[config.mk]
export PLATFORM = sky130hd
export DESIGN_NAME = demux4l_6_buf_flat
export DESIGN_NICKNAME = d
export VERILOG_FILES = /design/src/rtl/demux4l_6_buf_pkg.sv /design/src/rtl/demux4l_6_buf_if.sv /design/src/rtl/demux4l_6_buf_slot.sv /design/src/rtl/demux4l_6_buf.sv /design/src/flat_wrapper.sv
export SDC_FILE = /design/constraint.sdc
export NUM_CORES = 1
export LEC_CHECK = 0
export BUFFER_PORTS_ARGS = -buffer_cell sky130_fd_sc_hd__buf_2
export CAP_MARGIN = 5
export CORE_ASPECT_RATIO = 1.5
export CORE_MARGIN = 2
export CORE_UTILIZATION = 49
export CTS_CLUSTER_SIZE = 20
export DETAILED_ROUTE_END_ITERATION = 7
export PLACE_DENSITY = 0.81
export REMOVE_ABC_BUFFERS = 1
export SLEW_MARGIN = 20
export SYNTH_ARGS = -nofsm -noshare
export SYNTH_HDL_FRONTEND = slang
export SYNTH_HIERARCHICAL = 1
export SYNTH_SLANG_ARGS = --single-unit
[constraint.sdc]
create_clock -name CLK -period 4.1 [get_ports CLK]
set_input_delay 1.23 -clock CLK [delete_from_list [all_inputs] [get_ports CLK]]
set_output_delay 1.23 -clock CLK [all_outputs]
set_load 0.01 [all_outputs]
[src/rtl/demux4l_6_buf_pkg.sv]
// Shared constants and route-code type for the buffered 1-to-4 6-bit demux.
// Optional delivery counters are enabled with DEMUX4L_6_CNT_EN.
package demux_pkg;

  localparam int DATA_W = 6;
  localparam int NSLOT  = 4;
  localparam int SEL_W  = 2;
  localparam int CNT_W  = 8;

  typedef enum logic [SEL_W-1:0] {
    SEL_00 = 2'b00,
    SEL_01 = 2'b01,
    SEL_10 = 2'b10,
    SEL_11 = 2'b11
  } sel_t;

  typedef logic [DATA_W-1:0] data_t;

endpackage

[src/rtl/demux4l_6_buf_if.sv]
// Producer/consumer bus of the buffered demux: one routed input channel and
// four independently handshaked output slots.
interface demux4l_6_buf_if;
  import demux_pkg::*;

  logic [SEL_W-1:0]  control;
  logic [DATA_W-1:0] in_data;
  logic              in_valid;
  logic              in_ready;
  logic [DATA_W-1:0] out00;
  logic [DATA_W-1:0] out01;
  logic [DATA_W-1:0] out10;
  logic [DATA_W-1:0] out11;
  logic [NSLOT-1:0]  out_valid;
  logic [NSLOT-1:0]  out_ready;
  logic              busy;

  modport master (
    output control, in_data, in_valid, out_ready,
    input  in_ready, out00, out01, out10, out11, out_valid, busy
  );

  modport slave (
    input  control, in_data, in_valid, out_ready,
    output in_ready, out00, out01, out10, out11, out_valid, busy
  );

endinterface

[src/rtl/demux4l_6_buf_slot.sv]
// One-entry output slot: load wins over drain so a slot can be refilled in
// the same cycle it is emptied. Counter present only with DEMUX4L_6_CNT_EN.
module demux_slot_6
  import demux_pkg::*;
(
  input  logic              clk,
  input  logic              rst,
  input  logic              load,
  input  logic              ready,
  input  logic [DATA_W-1:0] load_data,
  output logic              valid,
  output logic [DATA_W-1:0] data
`ifdef DEMUX4L_6_CNT_EN
  ,
  output logic [CNT_W-1:0]  cnt
`endif
);

  logic drain;

  assign drain = valid & ready;

  always_ff @(posedge clk) begin
    if (rst) begin
      valid <= 1'b0;
      data  <= '0;
    end else if (load) begin
      valid <= 1'b1;
      data  <= load_data;
    end else if (drain) begin
      valid <= 1'b0;
    end
  end

`ifdef DEMUX4L_6_CNT_EN
  // Wraps naturally at 2**CNT_W.
  always_ff @(posedge clk) begin
    if (rst) begin
      cnt <= '0;
    end else if (drain) begin
      cnt <= cnt + 1'b1;
    end
  end
`endif

endmodule

[src/rtl/demux4l_6_buf.sv]
// Buffered 1-to-4 demultiplexer for 6-bit fields. Build with DEMUX4L_6_CNT_EN
// to add the packed per-slot delivery counters on deliv_cnt.
module demux4l_6_buf
  import demux_pkg::*;
(
  input  logic             CLK,
  input  logic             Reset,
  demux4l_6_buf_if.slave   bus
`ifdef DEMUX4L_6_CNT_EN
  ,
  output logic [31:0]      deliv_cnt
`endif
);

  logic              accept;
  logic [NSLOT-1:0]  load;
  logic [NSLOT-1:0]  valid;
  data_t             data [NSLOT];
`ifdef DEMUX4L_6_CNT_EN
  logic [CNT_W-1:0]  cnt [NSLOT];
`endif

  // The selected slot can take a word if it is empty or emptying this cycle.
  assign bus.in_ready = ~valid[bus.control] | bus.out_ready[bus.control];
  assign accept       = bus.in_valid & bus.in_ready;

  genvar i;
  generate
    for (i = 0; i < NSLOT; i++) begin : g_slot
      assign load[i] = accept & (bus.control == SEL_W'(i));

      demux_slot_6 u_slot (
        .clk       (CLK),
        .rst       (Reset),
        .load      (load[i]),
        .ready     (bus.out_ready[i]),
        .load_data (bus.in_data),
        .valid     (valid[i]),
        .data      (data[i])
`ifdef DEMUX4L_6_CNT_EN
        ,
        .cnt       (cnt[i])
`endif
      );
    end
  endgenerate

  assign bus.out_valid = valid;
  assign bus.busy      = |valid;
  assign bus.out00     = data[0];
  assign bus.out01     = data[1];
  assign bus.out10     = data[2];
  assign bus.out11     = data[3];

`ifdef DEMUX4L_6_CNT_EN
  assign deliv_cnt = {cnt[3], cnt[2], cnt[1], cnt[0]};
`endif

endmodule

[src/flat_wrapper.sv]
// flat-port wrapper written by rule: the top's interface ports become plain ports
module demux4l_6_buf_flat import demux_pkg::*;
  (CLK, Reset, bus_control, bus_in_data, bus_in_valid, bus_out_ready, bus_in_ready, bus_out00, bus_out01, bus_out10, bus_out11, bus_out_valid, bus_busy);
  demux4l_6_buf_if bus_i ();
  input  logic CLK;
  input  logic Reset;
  input wire logic [$bits(bus_i.control)-1:0] bus_control;
  input wire logic [$bits(bus_i.in_data)-1:0] bus_in_data;
  input wire logic [$bits(bus_i.in_valid)-1:0] bus_in_valid;
  input wire logic [$bits(bus_i.out_ready)-1:0] bus_out_ready;
  output wire logic [$bits(bus_i.in_ready)-1:0] bus_in_ready;
  output wire logic [$bits(bus_i.out00)-1:0] bus_out00;
  output wire logic [$bits(bus_i.out01)-1:0] bus_out01;
  output wire logic [$bits(bus_i.out10)-1:0] bus_out10;
  output wire logic [$bits(bus_i.out11)-1:0] bus_out11;
  output wire logic [$bits(bus_i.out_valid)-1:0] bus_out_valid;
  output wire logic [$bits(bus_i.busy)-1:0] bus_busy;
  assign bus_i.control = bus_control;
  assign bus_i.in_data = bus_in_data;
  assign bus_i.in_valid = bus_in_valid;
  assign bus_i.out_ready = bus_out_ready;
  assign bus_in_ready = bus_i.in_ready;
  assign bus_out00 = bus_i.out00;
  assign bus_out01 = bus_i.out01;
  assign bus_out10 = bus_i.out10;
  assign bus_out11 = bus_i.out11;
  assign bus_out_valid = bus_i.out_valid;
  assign bus_busy = bus_i.busy;
  demux4l_6_buf u_core (.CLK(CLK), .Reset(Reset), .bus(bus_i));
endmodule
After elaboration in Yosys (flattened, before gate mapping):

Cells that the tools add are included.
Widths: inputs -> output; s select.

* register bits after elaboration: 28
* bits of input ports: 15
* output and inout port bits: 30
* word-level logic and storage cells: 41

* magnitude comparators: 1
* eq/ne operators: 3
* mux-type cells: 12
* bitwise gates (word level): 11
* reductions and logical operators: 6

Operator list (number)
* $mux 1: 10
* $and 1x1->1: 9
* $reduce_bool 2->1: 4
* $bmux 1 s2: 2
* $eq 2x2->1 const B: 2
* $reduce_or 4->1: 1
* $lt 2x3->1 const B: 1
* $eq 2x1->1 const B: 1
* $logic_not 2->1: 1
* $not 1->1: 1
* $or 1x1->1: 1

Logic depth before layout (Yosys ltp):

Gate-level depths: netlist of the first run.

* depth in word-level cells: 7
* gate-level depth with buffers: 5
* gate-level depth less buffers: 4

Hierarchy:

Netlist of the first run, hierarchy kept.

Modules (own cells, without submodules)
* demux_slot_6: times used 4, cells each 23, area each 249.0 um^2, sequential area each 140.1 um^2
* demux4l_6_buf: times used 1, cells each 10, area each 95.1 um^2, sequential area each 0.0 um^2

Least setup slack after synthesis of the first run:

No wires, ideal clock.

* path kind: input to output
* start: in bus_out_ready[3]
* end: out bus_in_ready
* arrival: 1.853 ns
* data required time: 2.870 ns
* slack: 1.017 ns
* stages on the path: 2
* buffers on the path: 0
* path through: nand2b_1 > mux4_2

* word-level cells in the longest chain between the ends: 3

Ends and longest elaborated chain
* start: declaration: RTL line flat_wrapper.sv:10 `input wire logic [$bits(bus_i.out_ready)-1:0] bus_out_ready;`
* $bmux 1 s2: RTL line demux4l_6_buf.sv:24 `assign bus.in_ready = ~valid[bus.control] | bus.out_ready[bus.control];`
* $mux 1 (implied by the code): RTL line demux4l_6_buf.sv:24
* $or 1x1->1: RTL line demux4l_6_buf.sv:24
* end: declaration: RTL line flat_wrapper.sv:11 `output wire logic [$bits(bus_i.in_ready)-1:0] bus_in_ready;`

No other way between the ends. The select of a mux whose other input is x is not followed.

Worst setup path in the final report of the first run:

Same ends and word-level chain as after synthesis.

==> out/summary.txt, run 1 <==
outcome = completed
die height = 61.8 um
CORE AREA = 2080 um^2
Setup-failing EPs final = 0
Worst Setup Start Kind = input pin
remaining antenna violation count = 0
worst skew pair latency = 0.32 ns
Final Instance Area = 1360 um^2
r2r startpoint = u_core/g_slot[2].u_slot/valid
clock sinks = 28
Hold Path Sink = u_core/g_slot[3].u_slot/valid
gate count after technology mapping = 102
worst-path fanout max = 2
sequential cell area fraction in the yosys report = 51.4%
global-route wire length before repair = 3560 um
via/cell ratio = 5.06
vias in the first global route = 816
layout cell share with drive strength beyond 1 = 35.4%
Hold Path Depth = 2
I/O pin count = 45
Pwr Total = 0.519 mW
Layout fillers = 194
CTS tree = built
reported max-cap violation count = 0
Post-CTS Setup Bufs = 0
worst hold slack = 0.508 ns
Seq cells post-synth = 28
htree depth = 1
RSZ-0062 raised after global routing = no
Placement Cell Area = 1310 um^2
Worst-path clk slew = 0.14 ns
HP Class = reg2reg
CTS Hold Bufs = 0
total gr overflow = 0
Hold Vio Cnt, Final = 0
I/O Buffers = 44
Mean Syn Cell Area = 10.7 um^2
Root Buffer = clkbuf_4
pin count of the biggest net entering global routing = 29
Crit Path Category = in2out
final setup skew = 0.00846 ns
antenna violations before repair = 0
Pins Over Slew Limit = 0
diode count = 0
total wire length = 2210 um
commonest non-fill, non-tap cell in the layout = buf_2
clock buffer depth = 2
Detail Placement HPWL = 1660 um
Final Cycle Share = 81.0%
flop2flop setup slack = 2.69 ns
DR vias = 855
Fin Setup TNS = 0 ns
Placer Congestion = 0.772
post-cts sizing count = 0
initial core utilization = 52.5%
CP endpoint kind = primary output
R2R depth = 4
CP required = 2.87 ns
# rows = 20
Period minus WS final = 3.32 ns
die area = 2630 um^2
drt pass-1 iters = 4
Achievable Freq = 0.301 GHz
CTS Buf Count = 3
chip width = 42.5 um
utilization after layout = 65.5%
critical path data arrival time = 2.09 ns
worst vdd ir = 0.000277 V
worst hold start = u_core/g_slot[3].u_slot/valid
yosys warns = 6
area grow syn2layout = 24.7%
Crit Reg-Reg Endpoint = u_core/g_slot[2].u_slot/data[3]
average wire per standard cell = 13.1 um
drc violations = 0
Least-Margin Pin Slew = 0.485 ns
nets = 163
mapped cell area = 1090 um^2
total track usage = 18.2%
commonest non-fill, non-tap cells in the layout = buf_2, dfxtp_1, mux2i_1, nor2_1, nand2b_1
Initial DRC Count = 17
power per cell area = 381 nW/um^2
Rel. slew slack = 67.6%
Netlist cell types = 12
Static Leakage = 0.623 nW
[cell families after synthesis]
group | after synthesis | share of synthesized area (%)
AOI/OAI and AO/OA | 4 | 1.83
and+or+nand+nor | 37 | 17.2
buffers and inverters | 8 | 5.50
muxes | 25 | 24.1
DFF | 28 | 51.4
[how the worst max path moves through the flow]
stage                           startpoint            to  slack [ns]  depth (start not counted)
after floorplan           bus_out_ready[3]  bus_in_ready        1.02                          2
after global placement    bus_out_ready[1]  bus_in_ready        0.81                          4
after detailed placement  bus_out_ready[3]  bus_in_ready        0.77                          4
after CTS                 bus_out_ready[3]  bus_in_ready        0.77                          4
after global routing      bus_out_ready[1]  bus_in_ready        0.75                          4
final                     bus_out_ready[3]  bus_in_ready        0.78                          4
[report_power, final]
part / leakage, nW / switching [mW] / total, mW / internal (mW)
Sequential: 0.228 / 0.00495 / 0.287 / 0.282
Combinational: 0.367 / 0.0307 / 0.0574 / 0.0267
Clock: 0.0279 / 0.0758 / 0.175 / 0.0988
Total: 0.623 / 0.111 / 0.519 / 0.407
[per-stage QoR]
step | worst slack (ns) | std cells
2_1_floorplan | 1.02 | 98
3_3_place_gp | 0.806 | 165
3_5_place_dp | 0.773 | 165
4_1_cts | 0.772 | 169
5_1_grt | 0.747 | 169
6_report | 0.778 | 169
[final cells by class]
type | count | area [um^2] | share of cell area, %
flip-flops and latches | 28 | 561 | 41.2
clock buffers | 3 | 22.5 | 1.66
well taps | 22 | 27.5 | 2.02
multi-input cells | 66 | 477 | 35.1
clock inverters | 1 | 30.0 | 2.21
repair buffers | 45 | 228 | 16.7
inverters | 4 | 15.0 | 1.10
[metal layers]
| layer | up-vias | global-route usage [%] | routed length (um) |
|---|---|---|---|
| met5 | - | 0 | 0 |
| met4 | 0 | 9.82 | 16 |
| met3 | 2 | 2.02 | 125 |
| met2 | 26 | 34.1 | 1170 |
| met1 | 397 | 20.4 | 898 |
| li1 | 430 | - | - |
[cell usage after synthesis (all sizes together)]
| master | n | area, um^2 |
|---|---|---|
| nor4bb | 1 | 10.0 |
| and4b | 2 | 20.0 |
| dfxtp | 28 | 561 |
| inv | 4 | 15.0 |
| nor2 | 24 | 90.1 |
| buf | 4 | 45.0 |
| mux2i | 24 | 240 |
| nand2b | 8 | 50.1 |
| and4 | 1 | 10.0 |
| mux4 | 1 | 22.5 |
| or4 | 1 | 7.51 |
| a21oi | 4 | 20.0 |
[worst max-delay path, cell delays in order]
cell	delay, ns
buf_2	0.10
nand2b_1	0.15
mux4_2	0.46
buf_2	0.15
[flip-flops by register name (all words and copies together) (netlist names)]
| signal | cells |
|---|---|
| u_core/g_slot.u_slot/data | 24 |
| u_core/g_slot.u_slot/valid | 4 |
Note: power is estimated with default switching activity, not from simulation.
==> run 2, diff against run 1 <==
- CORE_UTILIZATION: 49 -> 41
- PLACE_DENSITY: 0.81 -> 0.73
- clock period: 4.1 -> 2.9 ns (I/O delays scaled with it)
==> run 2 against run 1 <==
Final area fell by 1.0%. Combinational power rose by 41%. Clock skew is 0.0046 ns lower. Count of clock-buffer cells in the layout up 1. Register-to-register slack worse by 1.1 ns. Routed wire length decreased by 1.2%. Sequential cell count is the same. Sequential share of layout area grew 0.42 points. Critical endpoint unchanged. Largest power group unchanged. Highest routed layer unchanged.
==> out/summary.txt, run 2 (same netlist as run 1, synthesis figures left out) <==
outcome = completed
worst vdd ir = 0.000200 V
Root Buffer = clkbuf_4
drc violations = 0
htree depth = 1
DR WL met2 = 1100 um
HP Class = reg2reg
total wire length = 2180 um
power per cell area = 496 nW/um^2
via/cell ratio = 4.99
worst-path fanout max = 2
Placer Congestion = 0.700
critical path data arrival time = 1.73 ns
Initial DRC Count = 23
average wire per standard cell = 12.8 um
R2R depth = 4
post-cts sizing count = 0
DR vias = 854
DR top layer = met4
CTS tree = built
Layout fillers = 235
Crit Reg-Reg Endpoint = u_core/g_slot[2].u_slot/data[5]
final setup skew = 0.00385 ns
Static Leakage = 0.616 nW
Period minus WS final = 2.60 ns
Pins Over Slew Limit = 0
pin count of the biggest net entering global routing = 29
Final Cycle Share = 89.6%
flop2flop setup slack = 1.55 ns
chip width = 46.1 um
layout cell share with drive strength beyond 1 = 35.4%
total track usage = 15.2%
CP required = 2.03 ns
nets = 163
Worst-path clk slew = 0.14 ns
total gr overflow = 0
Post-CTS Setup Bufs = 0
Pwr Total = 0.667 mW
CP Launch Point = bus_out_ready[0]
CORE AREA = 2480 um^2
Worst Setup Start Kind = input pin
die height = 67.2 um
Crit Path Category = in2out
clock sinks = 28
CTS Buf Count = 3
# rows = 22
Largest Register = u_core/g_slot.u_slot/data
non-filler cells, final = 171
diode count = 0
drt pass-1 iters = 2
worst skew pair latency = 0.31 ns
CP endpoint kind = primary output
CTS Hold Bufs = 0
I/O pin count = 45
max reg flops = 24
remaining antenna violation count = 0
antenna violations before repair = 0
biggest regs = u_core/g_slot.u_slot/data x24, u_core/g_slot.u_slot/valid x4
Setup crit end = bus_in_ready
area grow syn2layout = 23.4%
I/O Buffers = 44
global-route wire length before repair = 3390 um
routed length on met1 = 922 um
Least-Margin Pin Slew = 0.454 ns
Detail Placement HPWL = 1630 um
Achievable Freq = 0.385 GHz
met3 WL = 130 um
vias in the first global route = 814
die area = 3100 um^2
RSZ-0062 raised after global routing = no
reported max-cap violation count = 0
commonest non-fill, non-tap cell in the layout = buf_2
r2r startpoint = u_core/g_slot[2].u_slot/valid
initial core utilization = 44.0%
Fin Setup TNS = 0 ns
Setup-failing EPs final = 0
Hold Vio Cnt, Final = 0
commonest non-fill, non-tap cells in the layout = buf_2, dfxtp_1, mux2i_1, nor2_1, nand2b_1
Rel. slew slack = 69.7%
Cell Count Post-Placement = 167
clock buffer depth = 2
run 2: cell count changes in the layout (fill, tap and decap cells not counted):
cell,previous run,this run
bufinv_16,1,0
clkbuf_8,0,1
run 2: area by class of cell:
type,count,area (um^2),area share [%]
clock buffers,4,36.3,2.70
inverters,4,15.0,1.12
multi-input cells,66,477,35.4
flip-flops and latches,28,561,41.6
well taps,24,30.0,2.23
repair buffers,45,228,16.9
run 2: how the worst min path moves through the flow:
stage | slack (ns) | cells after the start | endpoint | from
floorplan | 0.51 | 2 | u_core/g_slot[2].u_slot/valid | u_core/g_slot[2].u_slot/valid
global placement | 0.47 | 2 | u_core/g_slot[2].u_slot/data[0] | u_core/g_slot[2].u_slot/data[0]
CTS | 0.51 | 2 | u_core/g_slot[2].u_slot/valid | u_core/g_slot[2].u_slot/valid
finish | 0.51 | 2 | u_core/g_slot[0].u_slot/data[2] | u_core/g_slot[0].u_slot/data[2]
global route | 0.53 | 2 | u_core/g_slot[3].u_slot/data[1] | u_core/g_slot[3].u_slot/data[1]
detailed placement | 0.48 | 2 | u_core/g_slot[3].u_slot/data[1] | u_core/g_slot[3].u_slot/data[1]
run 2: metrics by stage:
step                setup slack (ns)  hold slack (ns)  utilization, %  area, um^2
floorplan                      0.537            0.506               -        1050
global placement               0.324            0.467            52.9        1310
detailed placement             0.301            0.481            52.9        1310
CTS                            0.299            0.512            54.3        1350
global route                   0.256            0.532            54.3        1350
finish                         0.301            0.507            54.3        1350
run 2: metal layers:
metal | up-vias | GRT usage [%]
met5 | - | 0
met4 | 0 | 8.57
li1 | 433 | -
met2 | 28 | 26.6
met3 | 2 | 2.14
met1 | 391 | 16.9
run 2: worst max-delay path, cell delays in order:
cell and delay [ns]:
buf_2 0.10, nand2b_1 0.16, mux4_2 0.45, buf_2 0.15
run 2: report_power, final:
part	internal (mW)	switching (mW)	total (mW)
combinational	0.0377	0.0432	0.0809
clock	0.0767	0.104	0.181
sequential	0.398	0.00708	0.405
==> run 3, diff against run 2 <==
- ABC_AREA: not set -> 1
- CORE_UTILIZATION: 41 -> 35
- PLACE_DENSITY: 0.73 -> not set
==> run 3 against run 2 <==
First-iteration DRC count is 22% higher. Register-to-register slack got worse by 0.24 ns. Clock skew decreased by 0.0030 ns. Combinational power grew 26%. Largest power group unchanged.
==> out/summary.txt, run 3 <==
die area = 3620 um^2
Seq cells post-synth = 28
Achievable Freq = 0.411 GHz
setup ws final = 0.470 ns
Post-Place Setup Slack = 0.476 ns
chip width = 49.8 um
post-cts sizing count = 0
CP Launch Point = bus_control[0]
final setup skew = 0.000866 ns
Least-Margin Pin Slew = 0.464 ns
commonest non-fill, non-tap cell in the layout = nor2_1
average wire per standard cell = 11.9 um
ranking of synthesized cells by area = dfxtp_1, nor2_1, o21ai_0
worst-path fanout max = 8
remaining antenna violation count = 0
mapped cell area = 1100 um^2
worst hold start = u_core/g_slot[1].u_slot/data[4]
clock sinks = 28
CTS tree = built
outcome = completed
HP Class = reg2reg
reported max-cap violation count = 0
Worst-path clk slew = 0.09 ns
ys flop type = dfxtp_1
clock buffer depth = 2
die height = 72.7 um
nets = 216
Largest Register = u_core/g_slot.u_slot/data
DR vias = 1122
utilization after layout = 48.0%
gate count after technology mapping = 153
Placer Congestion = 0.853
Synth top area share = 50.9%
Worst Setup Start Kind = input pin
# rows = 24
critical path data arrival time = 1.56 ns
Setup-failing EPs final = 0
most frequent cell after synthesis = nor2_1
Mean Syn Cell Area = 7.20 um^2
RSZ-0062 raised after global routing = no
sequential cell area fraction in the yosys report = 50.9%
Period minus WS final = 2.43 ns
biggest regs = u_core/g_slot.u_slot/data x24, u_core/g_slot.u_slot/valid x4
CTS Buf Count = 3
Initial DRC Count = 28
Post-synth EDFFs = 0
Placement Cell Area = 1360 um^2
Final Instance Area = 1410 um^2
Pwr Total = 0.753 mW
CORE AREA = 2940 um^2
CP endpoint kind = primary output
area leader, netlist = dfxtp_1
worst vdd ir = 0.000278 V
Post-CTS Setup Bufs = 0
Pins Over Slew Limit = 0
worst skew pair latency = 0.27 ns
Rel. slew slack = 68.9%
via/cell ratio = 4.69
total track usage = 16.7%
power per cell area = 532 nW/um^2
I/O pin count = 45
max reg flops = 24
layout cell share with drive strength beyond 1 = 31.0%
Final Cycle Share = 83.8%
Netlist cell types = 11
Fin Setup TNS = 0 ns
ys async rst share = 0%
drc violations = 0
Crit Path Category = in2out
htree depth = 1
initial core utilization = 37.4%
vias in the first global route = 1036
total wire length = 2860 um
Layout fillers = 328
I/O Buffers = 44
Static Leakage = 0.761 nW
diode count = 0
total gr overflow = 0
drt pass-1 iters = 4
Post-synth top cells = nor2_1, dfxtp_1, o21ai_0
yosys warns = 6
r2r startpoint = u_core/g_slot[3].u_slot/valid
pin count of the biggest net entering global routing = 16
Hold Vio Cnt, Final = 0
commonest non-fill, non-tap cells in the layout = nor2_1, buf_2, dfxtp_1
antenna violations before repair = 0
CP required = 2.03 ns
area grow syn2layout = 28.4%
Detail Placement HPWL = 2240 um
Root Buffer = clkbuf_8
global-route wire length before repair = 4670 um
CTS Hold Bufs = 0
-- run 3: metrics by stage --
step	cells	hold slack, ns
after detailed placement	235	0.481
after global routing	239	0.526
after floorplan	152	0.509
after global placement	235	0.476
final	239	0.497
after CTS	239	0.505
-- run 3: final timing paths --
check                                          to  slack, ns  cells past startpoint
hold reg to reg   u_core/g_slot[1].u_slot/data[4]       0.50                      2
hold / removal    u_core/g_slot[1].u_slot/data[4]       0.50                      2
setup / recovery                     bus_in_ready       0.47                      8
setup reg to reg  u_core/g_slot[3].u_slot/data[2]       1.31                     10
-- run 3: final cells by class --
cell class / instances / area (um^2) / area share (%)
repair buffers: 44 / 220 / 15.6
multi-input cells: 109 / 473 / 33.5
well taps: 39 / 48.8 / 3.45
flip-flops and latches: 28 / 561 / 39.6
inverters: 15 / 56.3 / 3.98
clock buffers: 4 / 55.1 / 3.89
-- run 3: worst max-delay path, cell delays in order --
cell and delay, ns:
buf_2 0.15, inv_2 0.08, nand2_1 0.05, nand2_1 0.07, nand2_1 0.06, nand2_1 0.07, nand2_2 0.07, buf_2 0.14
-- run 3: routing by layer --
metal,track usage [%],up-vias,routed length (um)
li1,-,569,-
met1,20.5,519,1230
met2,29.6,32,1470
met3,1.84,2,138
met4,6.48,0,21
met5,0,-,0
-- run 3: cell families after synthesis --
logic type,share of synthesized area [%]
flops,50.9
buf+inv,6.14
compound gates,14.1
simple gates,28.9
-- run 3: power breakdown --
group          switching [mW]  leakage (nW)  internal (mW)
Clock                   0.115        0.0288          0.121
Combinational          0.0645         0.504         0.0376
Sequential             0.0102         0.229          0.404
Total                   0.189         0.761          0.563
